File: config.mk
export PLATFORM = sky130hd
export DESIGN_NAME = mcac_sched
export DESIGN_NICKNAME = d
export VERILOG_FILES = /design/src/rtl/mcac_sched.sv
export SDC_FILE = /design/constraint.sdc
export NUM_CORES = 1
export LEC_CHECK = 0
export BUFFER_PORTS_ARGS = -buffer_cell sky130_fd_sc_hd__buf_2
export CORE_MARGIN = 2
export CORE_UTILIZATION = 46
export CTS_CLUSTER_SIZE = 8
export DETAILED_ROUTE_END_ITERATION = 6
export PLACE_DENSITY = 0.74
export REMOVE_ABC_BUFFERS = 1
export SYNTH_ARGS = -nofsm -noshare
export SYNTH_HDL_FRONTEND = slang
export SYNTH_SLANG_ARGS = --single-unit
export TNS_END_PERCENT = 10
File: constraint.sdc
create_clock -name clk -period 1.85 [get_ports clk]
set_input_delay 0.185 -clock clk [delete_from_list [all_inputs] [get_ports clk]]
set_output_delay 0.185 -clock clk [all_outputs]
set_load 0.1 [all_outputs]
File: src/rtl/mcac_sched.sv
// Round-robin scheduler that shares one compute unit (CU) among NCH sample channels.
// Define SCHED_WATCHDOG_EN to add a WAIT-state watchdog that drives the sticky err flag.
module mcac_sched #(
  parameter int NCH     = 4,
  parameter int CHW     = 2,
  parameter int TIMEOUT = 255
) (
  input  logic           clk,
  input  logic           reset,
  input  logic [NCH-1:0] req,
  input  logic           cu_done,
  output logic [NCH-1:0] grant,
  output logic           cu_start,
  output logic [CHW-1:0] cu_chan,
  output logic [NCH-1:0] ack,
  output logic           busy,
  output logic           err,
  input  logic           scan_in0,
  input  logic           scan_enable,
  output logic           scan_out0
);

  typedef enum logic [1:0] {IDLE, START, WAIT, DONE} state_t;

  state_t         state, next_state;
  logic [CHW-1:0] last_served;
  logic [CHW-1:0] winner, hi_winner, lo_winner;
  logic           found_hi;
  logic           timeout_hit;
  logic           unused_scan;

  assign scan_out0   = 1'b0;
  assign unused_scan = scan_in0 ^ scan_enable;

  // Channels above last_served take priority, then the search wraps to the lowest index.
  always_comb begin
    hi_winner = '0;
    lo_winner = '0;
    found_hi  = 1'b0;
    for (int i = NCH - 1; i >= 0; i--) begin
      if (req[i]) begin
        if (i > int'(last_served)) begin
          hi_winner = CHW'(i);
          found_hi  = 1'b1;
        end else begin
          lo_winner = CHW'(i);
        end
      end
    end
    winner = found_hi ? hi_winner : lo_winner;
  end

  always_ff @(posedge clk or negedge reset) begin
    if (!reset) state <= IDLE;
    else        state <= next_state;
  end

  always_comb begin
    next_state = state;
    case (state)
      IDLE:    if (|req) next_state = START;
      START:   next_state = WAIT;
      WAIT:    if (cu_done || timeout_hit) next_state = DONE;
      DONE:    next_state = IDLE;
      default: next_state = IDLE;
    endcase
  end

  always_comb begin
    cu_start = (state == START);
    busy     = (state != IDLE);
    ack      = (state == DONE) ? grant : '0;
  end

  // Grant and channel index are frozen from arbitration until the service completes.
  always_ff @(posedge clk or negedge reset) begin
    if (!reset) begin
      grant       <= '0;
      cu_chan     <= '0;
      last_served <= CHW'(NCH - 1);
    end else if (state == IDLE && |req) begin
      grant   <= {{(NCH-1){1'b0}}, 1'b1} << winner;
      cu_chan <= winner;
    end else if (state == DONE) begin
      last_served <= cu_chan;
      grant       <= '0;
      cu_chan     <= '0;
    end
  end

`ifdef SCHED_WATCHDOG_EN
  logic [7:0] wdog;

  assign timeout_hit = (state == WAIT) && !cu_done && (wdog == 8'(TIMEOUT - 1));

  // Counter restarts on every entry into WAIT; err stays set until reset.
  always_ff @(posedge clk or negedge reset) begin
    if (!reset) begin
      wdog <= '0;
      err  <= 1'b0;
    end else begin
      if (state == START)     wdog <= '0;
      else if (state == WAIT) wdog <= wdog + 8'd1;
      if (timeout_hit)        err  <= 1'b1;
    end
  end
`else
  logic [7:0] unused_timeout;

  assign unused_timeout = 8'(TIMEOUT);
  assign timeout_hit    = 1'b0;
  assign err            = 1'b0;
`endif

endmodule

==> impl_metrics.json, run 1 <==
{
  "final_cell_mix": "buf_2 (16), dfrtp_1 (8), inv_1 (7)",
  "layout_commonest_cell": "buf_2",
  "track_usage_pct": 16.5,
  "initial_core_util_pct": 49.1,
  "outcome": "finished clean",
  "hold_viol": 0,
  "grt_max_degree": 12,
  "ys_seq_area_share_pct": 40.1,
  "synth_edf_count": 0,
  "cts_made_buffers": 3,
  "num_rows": 13,
  "dr.pass1.iters": 4,
  "finalSetupViolations": 0,
  "ys_types": 27,
  "critPathSlowestCell": "buf_2",
  "grt_pass1_vias": 425,
  "r2r_slack_ns": 0.37,
  "synth_cells": 61,
  "dp_slack_ns": 0.361,
  "pin_count": 23,
  "ys_ff_latch": 10,
  "critical_path_class": "register to output port",
  "grt_overflow": 0,
  "crit_arrival_ns": 1.57,
  "startpoint_type": "register",
  "tritoncts": "done",
  "num_antenna_cells": 0,
  "numPortBuffers": 18,
  "clk_path_buf_depth": 2,
  "wirelength_mm": 1.15,
  "drt_iter0_drc": 4,
  "rsz0062_at_grt": "no",
  "crit_chain": "ha_1 -> and2_1 -> buf_2",
  "drc": 0,
  "dieArea_mm2": 0.00168,
  "place.gp.congestion": 0.661,
  "fin_util_pct": 60.3,
  "cts.sinks": 10,
  "synth.yosys.warnings": 0,
  "areaGrowthSynthToFinish_pct": 22.8,
  "antenna_found_initial": 0,
  "whs_ns": 0.293,
  "min_path_type": "input port to async pin",
  "die_x_um": 41.0,
  "vias": 518,
  "worstReg2RegStart": "state[0]$_DFFE_PN0P_",
  "crit_fanout": 7,
  "synthArstFlopShare_pct": 100,
  "antenna_left": 0,
  "core-area_mm2": 0.00128,
  "worst_setup_path_end_kind": "output port",
  "path_clk_slew_ns": 0.07,
  "slowest_delay_ns": 0.42,
  "clockRootBuffer": "clkbuf_4",
  "clk_latency_ns": 0.28,
  "r2r_cells": 6,
  "worst_r2r_endpoint": "grant[2]$_DFFE_PN0P_",
  "worst_clock_skew_ns": 0.00226,
  "drive_above_1_share_pct": 37.8,
  "slew_viol_final": 0,
  "ys.flop_type": "dfrtp_1",
  "dp_hpwl_um": 885,
  "avgSynthCellArea_um2": 10.3,
  "fillers": 115,
  "die_h_um": 41.0,
  "min_period_ns": 1.76,
  "fmax_mhz": 568,
  "cp.required_ns": 1.66,
  "via_per_inst": 5.34,
  "htree_num_levels": 1,
  "syn_area_um2": 631,
  "maxCapViolCount": 0,
  "fin_crit_sh_pct": 95.1,
  "postLayoutSetupSlackWorst_ns": 0.0909,
  "wl_per_cell_um": 11.8,
  "nNetsFinal": 97,
  "grt_pass1_wl_mm": 1.70
}
==> metal layers <==
metal,wire [um],vias to the layer above,track usage (%)
li1,-,254,-
met1,531,246,19.7
met2,515,13,24.6
met3,64,5,4.89
met4,36,0,12.5
met5,0,-,0
==> sequential cells by signal, summed over array words and instances, names as in the netlist <==
| name | flops |
|---|---|
| cu_chan | 2 |
| last_served | 2 |
| state | 2 |
| grant | 4 |
==> cell families (layout without fill, tap and decap cells) <==
logic type / after synthesis / count (layout) / synth area share, %
mux: 4 / 4 / 6.94
compound gates: 15 / 15 / 21.8
flops: 10 / 10 / 40.1
fa+ha+maj: 5 / 5 / 9.92
other cells: 1 / 2 / 0.595
buf+inv: 10 / 30 / 7.34
simple gates: 16 / 16 / 13.3
==> area by class of cell <==
| cell class | count | area [um2] | area share, % |
|---|---|---|---|
| Tap cell | 15 | 18.8 | 2.42 |
| Sequential cell | 10 | 253 | 32.6 |
| Multi-Input combinational cell | 42 | 335 | 43.3 |
| Timing Repair Buffer | 19 | 105 | 13.6 |
| Clock buffer | 4 | 36.3 | 4.68 |
| Inverter | 7 | 26.3 | 3.39 |
==> through the flow <==
| step | instance area, um2 | cells | setup TNS [ns] |
|---|---|---|---|
| after floorplan | 614 | 59 | -0.721 |
| after global placement | 723 | 92 | 0 |
| after detailed placement | 723 | 92 | 0 |
| after CTS | 769 | 97 | 0 |
| after global routing | 774 | 97 | 0 |
| final | 774 | 97 | 0 |
==> worst max-delay path by stage <==
stage	startpoint	to	slack, ns	cells after the start
CTS	state[0]$_DFFE_PN0P_	ack[1]	0.08	3
floorplan	grant[1]$_DFFE_PN0P_	ack[1]	-0.11	1
finish	state[0]$_DFFE_PN0P_	ack[1]	0.09	3
global route	state[0]$_DFFE_PN0P_	ack[0]	0.01	3
global placement	state[0]$_DFFE_PN0P_	grant[2]$_DFFE_PN0P_	0.39	6
detailed placement	state[0]$_DFFE_PN0P_	grant[2]$_DFFE_PN0P_	0.36	6
==> critical path, delay by kind of cell, from the launching register on <==
| family | cells | cell delay, ns |
|---|---|---|
| adder cells (fa/ha/maj) | 1 | 0.32 |
| buffers and inverters | 1 | 0.42 |
| flip-flops | 1 | 0.40 |
| AND/OR/NAND/NOR | 1 | 0.16 |
==> synthesized netlist by cell type, drive strengths merged, types with 2 or more instances <==
cell type | n | area share (%)
nand3 | 3 | 2.4
dfstp | 2 | 8.3
o31ai | 2 | 2.4
nor2 | 5 | 3.0
a21oi | 3 | 4.2
o22ai | 2 | 3.0
o32a | 2 | 3.2
mux2 | 3 | 5.4
a32o | 2 | 3.2
ha | 5 | 9.9
dfrtp | 8 | 32
and2 | 4 | 4.0
buf | 3 | 3.2
inv | 7 | 4.2
==> repair_timing <==
action,4_1_cts,5_1_grt
endpoints found under the hold margin,8,0
hold buffers,1,0
buffers inserted,0,0
endpoints found under the setup margin,0,2
resized for setup,0,2
Power of run 1 is not shown: default switching activity piles up to over one toggle a cycle in this logic, so the estimate is an artifact.
==> inputs of run 2 (changes only) <==
==> constraint.sdc (replaced) <==
create_clock -name clk -period 1.76 [get_ports clk]
set_input_delay 0.176 -clock clk [delete_from_list [all_inputs] [get_ports clk]]
set_output_delay 0.176 -clock clk [all_outputs]
set_load 0.02 [all_outputs]
==> run 2 against run 1 <==
  * Cell count unchanged
  * Sequential cell count did not move
  * Via count is 1.7% lower
  * Count of clock-buffer cells in the layout stayed put
  * Non-clock buffer count unchanged
  * Largest cell class unchanged
  * Worst hold slack lost 0.0079 ns
  * Register-to-register slack worse by 0.08 ns
  * Critical path depth did not move
  * Sequential share of layout area increased by 0.21 points
  * Global-route usage stayed put
  * First-iteration DRC count is 25% lower
  * Cell area fell by 0.65%
  * Critical path type unchanged
==> impl_metrics.json, run 2 (synthesis results as in run 1) <==
{
  "fin_cells": 97,
  "dr.pass1.iters": 2,
  "critPathSlowestCell": "dfrtp_1",
  "cts_resized": 0,
  "antenna_left": 0,
  "crit_chain": "ha_1 -> and2_1 -> buf_2",
  "core-area_mm2": 0.00128,
  "place.gp.congestion": 0.661,
  "grt_pass1_wl_mm": 1.70,
  "drt_iter0_drc": 3,
  "track_usage_pct": 16.5,
  "fin_crit_sh_pct": 84.6,
  "slew_viol_final": 0,
  "crit_fanout": 7,
  "num_antenna_cells": 0,
  "tns_ns": 0,
  "cts_made_buffers": 3,
  "cts.sinks": 10,
  "drive_above_1_share_pct": 37.8,
  "clockRootBuffer": "clkbuf_4",
  "clk_path_buf_depth": 2,
  "fin_util_pct": 59.9,
  "num_rows": 13,
  "place_area_um2": 723,
  "p_total_mw": 1.35,
  "pin_count": 23,
  "die_h_um": 41.0,
  "p_clk_share_pct": 15.7,
  "postLayoutSetupSlackWorst_ns": 0.270,
  "regMostFlops": "grant",
  "use_met1_pct": 19.7,
  "multiInputGateArea_um2": 335,
  "finalSetupViolations": 0,
  "wl_per_cell_um": 11.8,
  "postCtsSetupBuffers": 0,
  "startpoint_type": "register",
  "seqPwrFrac_pct": 33.4,
  "p_per_area_mw_per_mm2": 1750,
  "min_path_type": "input port to async pin",
  "via_per_inst": 5.25,
  "areaGrowthSynthToFinish_pct": 22.0,
  "placedCellCount": 92,
  "dieArea_mm2": 0.00168,
  "initial_core_util_pct": 49.1,
  "p_sw_share_pct": 43.0,
  "dp_slack_ns": 0.271,
  "largest_reg_flops": 4,
  "p_comb_share_pct": 50.9,
  "critical_path_class": "register to output port",
  "dp_hpwl_um": 885,
  "fillers": 117,
  "grt_overflow": 0,
  "path_clk_slew_ns": 0.07,
  "rsz0062_at_grt": "no",
  "grt_use_met3_pct": 4.89,
  "fmax_mhz": 671,
  "final_cell_mix": "buf_2 (18), dfrtp_1 (8), inv_1 (7)",
  "p_sw_mw": 0.578,
  "numPortBuffers": 18,
  "htree_num_levels": 1,
  "hold_viol": 0,
  "grt_max_degree": 12,
  "clk_latency_ns": 0.28,
  "cp.required_ns": 1.58,
  "register_area_um2": 253,
  "fin_area_um2": 769,
  "grt-busiest-layer": "met2",
  "worst_setup_path_end_kind": "output port",
  "slowest_delay_ns": 0.42,
  "whs_ns": 0.285,
  "layout_commonest_cell": "buf_2",
  "min_period_ns": 1.49,
  "use_met2_pct": 24.6,
  "crit_buf_inv": 1,
  "wirelength_mm": 1.14,
  "nNetsFinal": 97,
  "die_x_um": 41.0,
  "irDropWorstVdd_mv": 0.907,
  "drc": 0,
  "leakagePower_nw": 0.402,
  "crit_family": "flip-flops",
  "outcome": "finished clean",
  "antenna_found_initial": 0,
  "power.internal_mw": 0.768,
  "grt_pass1_vias": 425,
  "maxCapViolCount": 0,
  "tritoncts": "done",
  "crit_arrival_ns": 1.31,
  "vias": 509,
  "worst_clock_skew_ns": 0.00263
}
run 2: cell count changes in the layout (fill, tap and decap cells not counted):
cell | before | now
buf_2 | 16 | 18
clkbuf_4 | 5 | 3
run 2: cell type report:
type | count | area share (%)
Inverter | 7 | 3.41
Clock buffer | 4 | 4.72
Sequential cell | 10 | 32.8
Timing Repair Buffer | 19 | 13.0
Multi-Input combinational cell | 42 | 43.6
Tap cell | 15 | 2.44
run 2: worst paths after layout:
path / endpoint / slack, ns / depth (start not counted) / start
max: ack[1] / 0.27 / 3 / state[0]$_DFFE_PN0P_
min: grant[0]$_DFFE_PN0P_ / 0.29 / 2 / reset
min reg2reg: grant[1]$_DFFE_PN0P_ / 0.54 / 2 / grant[1]$_DFFE_PN0P_
min in group clk: grant[3]$_DFFE_PN0P_ / 0.29 / 3 / req[3]
max reg2reg: grant[2]$_DFFE_PN0P_ / 0.29 / 6 / state[0]$_DFFE_PN0P_
max in group asynchronous: last_served[0]$_DFFE_PN1P_ / 1.22 / 2 / reset
run 2: power by group through the flow:
stage	sequential, mW	clock, mW	combinational [mW]
floorplan	0.510	0	0.437
global placement	0.445	0	0.679
detailed placement	0.456	0	0.687
CTS	0.451	0.216	0.696
global route	0.465	0.231	0.757
finish	0.450	0.211	0.685
run 2: timing repair:
| action | CTS | global route |
|---|---|---|
| endpoints found under the setup margin | 0 | 0 |
| hold endpoints to repair | 10 | 0 |
| hold buffers | 1 | 0 |
run 2: per-layer routing:
| metal | share of wire, % | up-vias |
|---|---|---|
| li1 | - | 254 |
| met1 | 46 | 237 |
| met2 | 45 | 13 |
| met3 | 5.5 | 5 |
| met4 | 3.2 | 0 |
| met5 | 0 | - |
Note: power is estimated with default switching activity, not from simulation.
==> inputs of run 3 (changes only) <==
--- a/config.mk
+++ b/config.mk
@@ -5,12 +5,13 @@
 export SDC_FILE = /design/constraint.sdc
 export NUM_CORES = 1
 export LEC_CHECK = 0
+export ABC_AREA = 1
 export BUFFER_PORTS_ARGS = -buffer_cell sky130_fd_sc_hd__buf_2
 export CORE_MARGIN = 2
-export CORE_UTILIZATION = 46
+export CORE_UTILIZATION = 47
 export CTS_CLUSTER_SIZE = 8
 export DETAILED_ROUTE_END_ITERATION = 6
-export PLACE_DENSITY = 0.74
+export PLACE_DENSITY = 0.75
 export REMOVE_ABC_BUFFERS = 1
 export SYNTH_ARGS = -nofsm -noshare
 export SYNTH_HDL_FRONTEND = slang
==> constraint.sdc (replaced) <==
create_clock -name clk -period 1.4 [get_ports clk]
set_input_delay 0.14 -clock clk [delete_from_list [all_inputs] [get_ports clk]]
set_output_delay 0.14 -clock clk [all_outputs]
set_load 0.02 [all_outputs]
==> run 3 against run 2 <==
  * Non-clock buffer count unchanged
  * Sequential share of layout area fell by 2.0 points
  * Register-to-register slack got worse by 0.13 ns
  * First-iteration DRC count rose to 2.7 times the previous value
  * Global-route usage increased by 0.56 points
  * Via count is 16% higher
  * Sequential power grew 15%
  * Worst hold slack got worse by 0.065 ns
==> impl_metrics.json, run 3 <==
{
  "crit_family": "flip-flops",
  "grt_pass1_vias": 565,
  "fillers": 125,
  "dieArea_mm2": 0.00175,
  "min-delay-start": "cu_done",
  "p_sw_share_pct": 46.6,
  "min_path_type": "input port to register",
  "initial_core_util_pct": 51.1,
  "slowest_delay_ns": 0.40,
  "crit_start": "state[0]$_DFFE_PN0P_",
  "p_per_area_mw_per_mm2": 2040,
  "numPortBuffers": 18,
  "syn_area_um2": 673,
  "synth_commonest_cells": "nand2_1 (26), inv_1 (15), dfrtp_1 (8)",
  "areaGrowthSynthToFinish_pct": 21.6,
  "via_per_inst": 4.74,
  "critPathSlowestCell": "dfrtp_1",
  "clockRootBuffer": "clkbuf_4",
  "critical_path_class": "register to output port",
  "antenna_found_initial": 0,
  "num_antenna_cells": 0,
  "tritoncts": "done",
  "crit_buf_inv": 2,
  "irDropWorstVdd_mv": 0.896,
  "ys_types": 22,
  "layout_commonest_cell": "nand2_1",
  "hold_viol": 0,
  "final_cell_mix": "nand2_1 (26), buf_2 (17), inv_1 (15)",
  "r2r_slack_ns": 0.16,
  "die_x_um": 41.8,
  "finalSetupViolations": 0,
  "worst_setup_path_end_kind": "output port",
  "synthArstFlopShare_pct": 100,
  "crit_chain": "ha_2 -> nand2_1 -> inv_1 -> buf_2",
  "drive_above_1_share_pct": 36.7,
  "startpoint_type": "register",
  "clk_path_buf_depth": 2,
  "num_rows": 13,
  "avgSynthCellArea_um2": 7.65,
  "largest_reg_flops": 4,
  "multiInputGateArea_um2": 344,
  "postCtsSetupBuffers": 0,
  "pin_count": 23,
  "ys.flop_type": "dfrtp_1",
  "postLayoutSetupSlackWorst_ns": 0.0337,
  "maxCapViolCount": 0,
  "fin_crit_sh_pct": 97.6,
  "yosys.area.top_type": "dfrtp_1",
  "drc": 0,
  "worstReg2RegStart": "state[0]$_DFFE_PN0P_",
  "outcome": "finished clean",
  "antenna_left": 0,
  "register_area_um2": 253,
  "die_h_um": 41.8,
  "grt_overflow": 0,
  "drt_iter0_drc": 8,
  "core-area_mm2": 0.00132,
  "worst_r2r_endpoint": "grant[2]$_DFFE_PN0P_",
  "placedCellCount": 119,
  "grt_max_degree": 11,
  "regMostFlops": "grant",
  "dp_hpwl_mm": 1.00,
  "cp.depth": 4,
  "fmax_mhz": 732,
  "seqPwrFrac_pct": 30.9,
  "crit_arrival_ns": 1.23,
  "track_usage_pct": 17.1,
  "dr.pass1.iters": 4,
  "synth_cells": 88,
  "wl_per_cell_um": 10.3,
  "synth.yosys.warnings": 0,
  "cts_made_buffers": 3,
  "r2r_cells": 7,
  "fin_cells": 124,
  "ys_seq_area_share_pct": 37.5,
  "crit_fanout": 9,
  "p_sw_mw": 0.780,
  "htree_num_levels": 1,
  "clk_latency_ns": 0.27,
  "vias": 588,
  "synth_edf_count": 0,
  "power.internal_mw": 0.893,
  "yosys.area.top_type_share_pct": 29.7,
  "place.gp.congestion": 0.796,
  "slew_viol_final": 0,
  "path_clk_slew_ns": 0.07,
  "ys_ff_latch": 10,
  "yosysMostFrequentCell": "nand2_1",
  "endpoint": "ack[3]",
  "rsz0062_at_grt": "yes",
  "cts.sinks": 10,
  "grt_pass1_wl_mm": 2.28,
  "wirelength_mm": 1.27,
  "synthTopCellsByArea": "dfrtp_1 (30%), nand2_1 (14%), ha_1 (9.3%)",
  "nNetsFinal": 124,
  "leakagePower_nw": 0.495,
  "p_clk_share_pct": 16.0,
  "p_comb_share_pct": 53.0,
  "worst_clock_skew_ns": 0.00556,
  "cp.required_ns": 1.26,
  "min_period_ns": 1.37,
  "dp_slack_ns": 0.174
}
-- run 3: cell count changes after synthesis, sizes merged, moves of 3 or more --
| cell | change |
|---|---|
| mux2 | -3 |
| inv | +10 |
| o21ai | +3 |
| nand2 | +31 |
| and2 | -4 |
-- run 3: cells by family after synthesis --
| family | synth area share [%] |
|---|---|
| AOI/OAI and AO/OA | 10.0 |
| adders and majority gates | 9.29 |
| buffers and inverters | 12.3 |
| DFF | 37.5 |
| other | 0.557 |
| and+or+nand+nor | 30.3 |
-- run 3: worst min-delay path: stages --
cell and delay, ns:
buf_2 0.08, o22ai_2 0.09, nand2_1 0.06, o21ai_0 0.07
-- run 3: stage by stage --
stage               power, mW  instance area [um2]  hold slack [ns]  utilization, %  setup TNS (ns)
CTS                      1.68                  816            0.217            61.9               0
finish                   1.67                  818            0.220            62.1               0
floorplan                1.16                  658           -0.156               -               0
global placement         1.37                  767          0.00786            58.2               0
detailed placement       1.40                  767          0.00926            58.2               0
global route             1.82                  818            0.255            62.1          -0.144
-- run 3: what timing repair did --
action | 4_1_cts | 5_1_grt
resized for setup | 1 | 1
endpoints found under the hold margin | 10 | 0
endpoints found under the setup margin | 4 | 5
hold buffers | 1 | 0
-- run 3: layer usage --
layer | wire length (um) | vias to the layer above | GRT usage [%]
li1 | - | 302 | -
met1 | 571 | 265 | 19.7
met2 | 602 | 16 | 29.7
met3 | 64 | 5 | 2.61
met4 | 32 | 0 | 9.68
met5 | 0 | - | 0
-- run 3: how the worst min path moves through the flow --
| stage | end | slack (ns) | cells after the start |
|---|---|---|---|
| final | state[0]$_DFFE_PN0P_ | 0.22 | 4 |
| after global routing | state[1]$_DFFE_PN0P_ | 0.25 | 3 |
| after CTS | state[0]$_DFFE_PN0P_ | 0.22 | 4 |
| after detailed placement | grant[0]$_DFFE_PN0P_ | 0.009 | 1 |
| after global placement | grant[0]$_DFFE_PN0P_ | 0.008 | 1 |
| after floorplan | cu_chan[0]$_DFFE_PN0P_ | -0.16 | 0 |
-- run 3: power by group through the flow --
stage	logic (mW)	clock network [mW]	registers [mW]
after floorplan	0.575	0	0.588
after global placement	0.852	0	0.517
after detailed placement	0.876	0	0.519
after CTS	0.886	0.273	0.517
after global routing	0.997	0.290	0.535
final	0.887	0.268	0.518
-- run 3: layout make-up --
| type | count | area share [%] |
|---|---|---|
| multi-input cells | 59 | 42.0 |
| flip-flops and latches | 10 | 30.9 |
| repair buffers | 19 | 12.5 |
| inverters | 17 | 7.80 |
| clock buffers | 4 | 4.43 |
| well taps | 15 | 2.29 |
